==> config.mk <==
export PLATFORM = sky130hd
export DESIGN_NAME = simon_game_rounds
export DESIGN_NICKNAME = d
export VERILOG_FILES = /design/src/rtl/simon_game_rounds.sv
export SDC_FILE = /design/constraint.sdc
export NUM_CORES = 1
export LEC_CHECK = 0
export CAP_MARGIN = 20
export CELL_PAD_IN_SITES_DETAIL_PLACEMENT = 1
export CELL_PAD_IN_SITES_GLOBAL_PLACEMENT = 1
export CORE_UTILIZATION = 49
export DETAILED_ROUTE_END_ITERATION = 7
export GPL_ROUTABILITY_DRIVEN = 1
export HOLD_SLACK_MARGIN = 0.06
export PLACE_DENSITY = 0.91
export SETUP_SLACK_MARGIN = 0.02
export SYNTH_ARGS = -nofsm -noshare
export SYNTH_HDL_FRONTEND = slang
export SYNTH_SLANG_ARGS = --single-unit
==> constraint.sdc <==
create_clock -name i_clk -period 3.9 [get_ports i_clk]
set_clock_uncertainty 0.1 [all_clocks]
set_input_delay 0.78 -clock i_clk [delete_from_list [all_inputs] [get_ports i_clk]]
set_output_delay 0.78 -clock i_clk [all_outputs]
set_load 0.01 [all_outputs]
==> src/rtl/simon_game_rounds.sv <==
// Progressive-round Simon game core.
// Each round appends one LFSR-derived LED index to the stored sequence,
// plays the whole sequence back on the LEDs, then checks the player's
// debounced switch toggles one step at a time. Outputs are registered
// copies of the state decode, so they trail the state register by one cycle.
module simon_game_rounds #(
  parameter int          N_LEDS         = 8,
  parameter int          MAX_LEN        = 16,
  parameter int          ON_TICKS       = 25_000_000,
  parameter int          GAP_TICKS      = 12_500_000,
  parameter int          DEBOUNCE_TICKS = 1_000_000,
  parameter int          TIMEOUT_TICKS  = 250_000_000,
  parameter logic [15:0] LFSR_SEED      = 16'hACE1
) (
  input  logic              i_clk,
  input  logic              i_rst_n,
  input  logic              i_start,
  input  logic [N_LEDS-1:0] i_sw,
  output logic [N_LEDS-1:0] o_led,
  output logic [7:0]        o_level,
  output logic              o_input_en,
  output logic [1:0]        o_result
);

  // Counter width for a terminal count n (at least one bit).
  function automatic int f_cnt_w(input int n);
    return (n <= 1) ? 1 : $clog2(n);
  endfunction

  localparam int IDX_W    = $clog2(N_LEDS);
  localparam int TICK_MAX = (ON_TICKS > GAP_TICKS) ? ON_TICKS : GAP_TICKS;
  localparam int TICK_W   = f_cnt_w(TICK_MAX);
  localparam int DB_W     = f_cnt_w(DEBOUNCE_TICKS);
  localparam int TO_W     = f_cnt_w(TIMEOUT_TICKS);
  localparam int PTR_W    = f_cnt_w(MAX_LEN);

  typedef enum logic [2:0] {
    S_IDLE     = 3'd0,
    S_ADD      = 3'd1,
    S_SHOW_ON  = 3'd2,
    S_SHOW_GAP = 3'd3,
    S_INPUT    = 3'd4,
    S_WIN      = 3'd5,
    S_LOSE     = 3'd6
  } state_t;

  // Index of the lowest set bit; a multi-switch change resolves to one entry.
  function automatic logic [IDX_W-1:0] f_lowest_idx(input logic [N_LEDS-1:0] v);
    logic [IDX_W-1:0] idx;
    idx = {IDX_W{1'b0}};
    for (int i = N_LEDS - 1; i >= 0; i--) begin
      if (v[i]) begin
        idx = IDX_W'(i);
      end else begin
        idx = idx;
      end
    end
    return idx;
  endfunction

  // One-hot LED pattern for an index.
  function automatic logic [N_LEDS-1:0] f_onehot(input logic [IDX_W-1:0] idx);
    logic [N_LEDS-1:0] v;
    v      = {N_LEDS{1'b0}};
    v[idx] = 1'b1;
    return v;
  endfunction

  state_t              r_state;
  state_t              w_state_nxt;
  logic [15:0]         r_lfsr;
  logic [N_LEDS-1:0]   r_sw_s1;
  logic [N_LEDS-1:0]   r_sw_s2;
  logic [N_LEDS-1:0]   r_sw_ref;
  logic [DB_W-1:0]     r_db_cnt;
  logic                r_ev;
  logic [IDX_W-1:0]    r_ev_idx;
  logic [7:0]          r_level;
  logic [PTR_W-1:0]    r_ptr;
  logic [TICK_W-1:0]   r_tick;
  logic [TO_W-1:0]     r_to_cnt;
  logic [IDX_W-1:0]    r_mem [MAX_LEN];
  logic [N_LEDS-1:0]   r_led;
  logic                r_input_en;
  logic [1:0]          r_result;

  logic [N_LEDS-1:0]   w_sw_diff;
  logic [IDX_W-1:0]    w_elem;
  logic                w_on_done;
  logic                w_gap_done;
  logic                w_last_show;
  logic                w_last_step;
  logic                w_ev_ok;
  logic                w_to_done;
  logic [N_LEDS-1:0]   w_led_nxt;
  logic                w_input_en_nxt;
  logic [1:0]          w_result_nxt;

  assign w_sw_diff   = r_sw_s2 ^ r_sw_ref;
  assign w_elem      = r_lfsr[IDX_W-1:0];
  assign w_on_done   = (r_tick == TICK_W'(ON_TICKS - 1));
  assign w_gap_done  = (r_tick == TICK_W'(GAP_TICKS - 1));
  assign w_last_show = ((8'(r_ptr) + 8'd1) == r_level);
  assign w_last_step = (8'(r_ptr) == (r_level - 8'd1));
  assign w_ev_ok     = (r_ev_idx == r_mem[r_ptr]);
  assign w_to_done   = (r_to_cnt == TO_W'(TIMEOUT_TICKS - 1));

  assign o_led      = r_led;
  assign o_level    = r_level;
  assign o_input_en = r_input_en;
  assign o_result   = r_result;

  // Free-running Fibonacci LFSR (taps 16,14,13,11), never reseeded on restart.
  always_ff @(posedge i_clk or negedge i_rst_n) begin
    if (!i_rst_n) begin
      r_lfsr <= LFSR_SEED;
    end else begin
      r_lfsr <= {r_lfsr[0] ^ r_lfsr[2] ^ r_lfsr[3] ^ r_lfsr[5], r_lfsr[15:1]};
    end
  end

  // Two-flop synchroniser for the asynchronous switches.
  always_ff @(posedge i_clk or negedge i_rst_n) begin
    if (!i_rst_n) begin
      r_sw_s1 <= {N_LEDS{1'b0}};
      r_sw_s2 <= {N_LEDS{1'b0}};
    end else begin
      r_sw_s1 <= i_sw;
      r_sw_s2 <= r_sw_s1;
    end
  end

  // Debouncer: a change stable for DEBOUNCE_TICKS cycles yields a one-cycle event.
  always_ff @(posedge i_clk or negedge i_rst_n) begin
    if (!i_rst_n) begin
      r_sw_ref <= {N_LEDS{1'b0}};
      r_db_cnt <= {DB_W{1'b0}};
      r_ev     <= 1'b0;
      r_ev_idx <= {IDX_W{1'b0}};
    end else begin
      r_ev <= 1'b0;
      if (w_sw_diff != {N_LEDS{1'b0}}) begin
        if (r_db_cnt == DB_W'(DEBOUNCE_TICKS - 1)) begin
          r_ev     <= 1'b1;
          r_ev_idx <= f_lowest_idx(w_sw_diff);
          r_sw_ref <= r_sw_s2;
          r_db_cnt <= {DB_W{1'b0}};
        end else begin
          r_db_cnt <= r_db_cnt + DB_W'(1);
        end
      end else begin
        r_db_cnt <= {DB_W{1'b0}};
      end
    end
  end

  // FSM state register.
  always_ff @(posedge i_clk or negedge i_rst_n) begin
    if (!i_rst_n) begin
      r_state <= S_IDLE;
    end else begin
      r_state <= w_state_nxt;
    end
  end

  // FSM next-state logic; an input event outranks the timeout in the same cycle.
  always_comb begin
    w_state_nxt = r_state;
    case (r_state)
      S_IDLE, S_WIN, S_LOSE: begin
        if (i_start) w_state_nxt = S_ADD;
        else         w_state_nxt = r_state;
      end
      S_ADD: w_state_nxt = S_SHOW_ON;
      S_SHOW_ON: begin
        if (w_on_done) w_state_nxt = S_SHOW_GAP;
        else           w_state_nxt = S_SHOW_ON;
      end
      S_SHOW_GAP: begin
        if (w_gap_done) w_state_nxt = w_last_show ? S_INPUT : S_SHOW_ON;
        else            w_state_nxt = S_SHOW_GAP;
      end
      S_INPUT: begin
        if (r_ev) begin
          if (!w_ev_ok)         w_state_nxt = S_LOSE;
          else if (w_last_step) w_state_nxt = (r_level == 8'(MAX_LEN)) ? S_WIN : S_ADD;
          else                  w_state_nxt = S_INPUT;
        end else if (w_to_done) begin
          w_state_nxt = S_LOSE;
        end else begin
          w_state_nxt = S_INPUT;
        end
      end
      default: w_state_nxt = S_IDLE;
    endcase
  end

  // Round datapath: level, step pointer, playback/timeout counters, sequence memory.
  always_ff @(posedge i_clk or negedge i_rst_n) begin
    if (!i_rst_n) begin
      r_level  <= 8'd0;
      r_ptr    <= {PTR_W{1'b0}};
      r_tick   <= {TICK_W{1'b0}};
      r_to_cnt <= {TO_W{1'b0}};
      for (int i = 0; i < MAX_LEN; i++) begin
        r_mem[i] <= {IDX_W{1'b0}};
      end
    end else begin
      case (r_state)
        S_IDLE, S_WIN, S_LOSE: begin
          if (i_start) r_level <= 8'd0;
          else         r_level <= r_level;
        end
        S_ADD: begin
          r_level                  <= r_level + 8'd1;
          r_mem[r_level[PTR_W-1:0]] <= w_elem;
          r_ptr                    <= {PTR_W{1'b0}};
          r_tick                   <= {TICK_W{1'b0}};
        end
        S_SHOW_ON: begin
          if (w_on_done) r_tick <= {TICK_W{1'b0}};
          else           r_tick <= r_tick + TICK_W'(1);
        end
        S_SHOW_GAP: begin
          if (w_gap_done) begin
            r_tick <= {TICK_W{1'b0}};
            if (w_last_show) begin
              r_ptr    <= {PTR_W{1'b0}};
              r_to_cnt <= {TO_W{1'b0}};
            end else begin
              r_ptr <= r_ptr + PTR_W'(1);
            end
          end else begin
            r_tick <= r_tick + TICK_W'(1);
          end
        end
        S_INPUT: begin
          if (r_ev) begin
            if (w_ev_ok && !w_last_step) begin
              r_ptr    <= r_ptr + PTR_W'(1);
              r_to_cnt <= {TO_W{1'b0}};
            end else begin
              r_ptr <= r_ptr;
            end
          end else begin
            r_to_cnt <= r_to_cnt + TO_W'(1);
          end
        end
        default: r_level <= r_level;
      endcase
    end
  end

  // FSM output decode from the current state.
  always_comb begin
    w_led_nxt      = {N_LEDS{1'b0}};
    w_input_en_nxt = 1'b0;
    w_result_nxt   = 2'b00;
    case (r_state)
      S_SHOW_ON: w_led_nxt      = f_onehot(r_mem[r_ptr]);
      S_INPUT:   w_input_en_nxt = 1'b1;
      S_WIN:     w_result_nxt   = 2'b01;
      S_LOSE:    w_result_nxt   = 2'b10;
      default:   w_result_nxt   = 2'b00;
    endcase
  end

  // Output registers.
  always_ff @(posedge i_clk or negedge i_rst_n) begin
    if (!i_rst_n) begin
      r_led      <= {N_LEDS{1'b0}};
      r_input_en <= 1'b0;
      r_result   <= 2'b00;
    end else begin
      r_led      <= w_led_nxt;
      r_input_en <= w_input_en_nxt;
      r_result   <= w_result_nxt;
    end
  end

endmodule

==> out/metrics.csv <==
metric,value,unit
wire_per_inst,20.8,microns
pwr-share-seq,51.1,%
synth.area.mux_share,11.0,%
synth_top_family_by_area,simple AND/OR/NAND/NOR gates,
internal-power,3.01,mW
drv_cap,0,
arrival,3.61,ns
vias,7352,
ant_nets,0,
finalCritPeriodShare,86.9,%
numPortBuffers,29,
drtPass1Iterations,5,
synth-xor-area-share,4.35,%
drt_iter0_drc,497,
cts_tree,built,
fmax,295,MHz
pwr-share-clk,45.7,%
drt-met1-wl,11200,microns
crit_chain,"ha_1, xor2_1, nor4b_1, nand4_1, o21a_1, buf_4, a21oi_1, mux2i_1",
cts_buffers,17,
synth_seq_area_share,50.6,%
synth_top_cell_by_area,dfrtp_1,
top_layer,met4,
initial_utilization,50.2,%
cts_setup_buffers,0,
clock-sinks,191,
dieArea,19900,sq um
syn_area,9460,sq um
num_rows,50,
hold_class,flop to flop,
grt_usage,27.2,%
die_y,141,microns
die_x,141,microns
synth_flop_cell,dfrtp_1,
cts_max_level,4,
antenna_found_initial,0,
synthAdderAreaFrac,1.06,%
critical_path.slowest_cell,dfrtp_1,
area_growth,12.3,%
synth_nets,937,
worst-path-buf-inv,1,
cp-end-kind,flop,
cts_hold_buf,0,
overflow,0,
diodes,0,
rrSetupSlack,0.51,ns
netlist_instances,918,
whs,0.251,ns
root_buffer,clkbuf_16,
swShare,25.6,%
cts_repair_resize_count,0,
synth_edf_count,0,
critPathKind,flop to flop,
setup_viol,0,
wl_met2,12600,microns
p_leak,4.77,nW
synthArstFlopShare,100,%
nets,954,
hpwlAfterDp,16400,microns
worst_slew_pin_slew,0.786,ns
rsz0062_at_grt,no,
power_frac_comb,3.2,%
grt_pass1_vias,7779,
cts_buffer_depth,2,
insertion_delay,0.46,ns
gp_congestion,0.795,
slew_violations,0,
tns,0,ns
ys_warn_count,0,
p_switching,1.04,mW
irDropWorstVdd,397,uV
met3_length,682,microns
final_hold_viol_count,0,
outcome,finished clean,
vias_per_cell,6.09,
synth_area_per_cell,10.3,sq um
grt_first_pass_wirelength,42200,microns
ioPinCount,30,
finalCriticalPeriod,3.39,ns
remaining_drc_errors,0,
cp_top_family,flip-flops,
synth.area.top_cells,"dfrtp_1, mux2_2, nand3_1",
yosysTopAreaCellShare,48.4,%
required,4.12,ns
core_area,18800,sq um
synth_cell_types,63,
wl,25100,microns
cts.clk_slew.worst_paths,0.08,ns
cp_slowest_stage_delay,0.80,ns
grt_max_degree,98,
crit_fanout,17,
synth_compound_area_share,9.62,%
drive_above_1_share,13.7,%
synthSimpleGateAreaFrac,20.7,%
start_kind,flop,
ys_ff_latch,191,
powerDensity,381,nW/um^2
slew_headroom,47.6,%
[metal layers]
| layer | global-route usage, % | up-vias |
|---|---|---|
| li1 | - | 3336 |
| met1 | 35.9 | 3801 |
| met2 | 45.4 | 165 |
| met3 | 3.97 | 50 |
| met4 | 10.7 | 0 |
| met5 | 0 | - |
[state kept, by name (all words and copies together) (netlist names)]
| signal | count |
|---|---|
| o_input_en | 1 |
| o_led | 8 |
| o_level | 8 |
| o_result | 2 |
| r_db_cnt | 20 |
| r_ev | 1 |
| r_ev_idx | 3 |
| r_lfsr | 16 |
| r_mem | 48 |
| r_ptr | 4 |
| r_state | 3 |
| r_sw_ref | 8 |
| r_sw_s1 | 8 |
| r_sw_s2 | 8 |
| r_tick | 25 |
| r_to_cnt | 28 |
[cell usage in the layout (no fill, tap or decap), types with 19 or more instances in the layout]
cell / count
and3_1: 28
a21oi_1: 32
o21ai_0: 48
nand2_1: 92
nor2_1: 67
mux2_2: 57
mux2i_1: 23
dfrtp_1: 183
clkdlybuf4s50_1: 28
nand3_1: 88
xor2_1: 28
xnor2_1: 19
[cells in the mapped netlist (3+ instances only)]
library cell  count
dfrtp_1         183
nand2_1          92
nand3_1          88
nor2_1           67
mux2_2           57
o21ai_0          48
a21oi_1          32
clkbuf_1         32
and3_1           28
xor2_1           28
mux2i_1          23
xnor2_1          19
nand4_1          17
nor3_1           14
or3_1            12
and2_1           11
inv_1            11
nor4_1           10
a21o_1            9
nor2b_1           9
o31ai_1           9
dfstp_2           8
ha_1              8
a22oi_1           7
and4_1            7
buf_2             6
mux4_2            6
a22o_1            5
and4b_1           5
nand2b_1          5
o211ai_1          5
or2_2             5
or4_1             5
a211oi_1          4
a311o_1           3
a31oi_1           3
nor4bb_1          3
[final cells by class]
cell class | count | area [sq um]
fill | 2039 | 8210
timing repair buffer | 42 | 404
multi-input combinational | 670 | 4420
inverter | 13 | 48.8
clock buffer | 17 | 425
sequential | 191 | 4790
tap | 260 | 325
clock inverter | 15 | 208
[kinds of logic after synthesis]
group / count (synthesis)
XOR/XNOR: 47
flip-flops: 191
AO/OA/AOI/OAI: 142
adder cells (fa/ha/maj): 8
multiplexers: 88
AND/OR/NAND/NOR: 385
buffers and inverters: 57
[final timing paths]
kind,startpoint,end,cells past startpoint
max in group asynchronous,i_rst_n,r_state[1]$_DFFE_PN0P_,2
worst min register to register,r_sw_s1[3]$_DFF_PN0_,r_sw_s2[3]$_DFF_PN0_,0
worst max register to register,r_ptr[0]$_DFFE_PN0P_,r_to_cnt[13]$_DFFE_PN0P_,8
worst min-delay path,r_sw_s1[3]$_DFF_PN0_,r_sw_s2[3]$_DFF_PN0_,0
min in group asynchronous,i_rst_n,r_lfsr[9]$_DFF_PN0_,1
worst max-delay path,r_ptr[0]$_DFFE_PN0P_,r_to_cnt[13]$_DFFE_PN0P_,8
[power groups by stage]
| stage | clock [mW] | combinational, mW | sequential [mW] |
|---|---|---|---|
| 2_1_floorplan | 0 | 0.0556 | 2.09 |
| 3_3_place_gp | 0 | 0.113 | 2.10 |
| 3_5_place_dp | 0 | 0.127 | 2.10 |
| 4_1_cts | 1.89 | 0.131 | 2.07 |
| 5_1_grt | 1.97 | 0.147 | 2.08 |
| 6_report | 1.85 | 0.128 | 2.07 |
[per-stage QoR]
step           cell area, sq um  total power [mW]  cells  setup slack (ns)  util [%]
5_1_grt                   10600              4.19   1208             0.305      56.4
3_3_place_gp               9990              2.21   1176             0.748      53.0
2_1_floorplan              9460              2.14    918              1.13         -
4_1_cts                   10600              4.09   1208             0.545      56.4
6_report                  10600              4.05   1208             0.510      56.4
3_5_place_dp               9990              2.23   1176             0.625      53.0
Power figures use the tool's default switching activity.
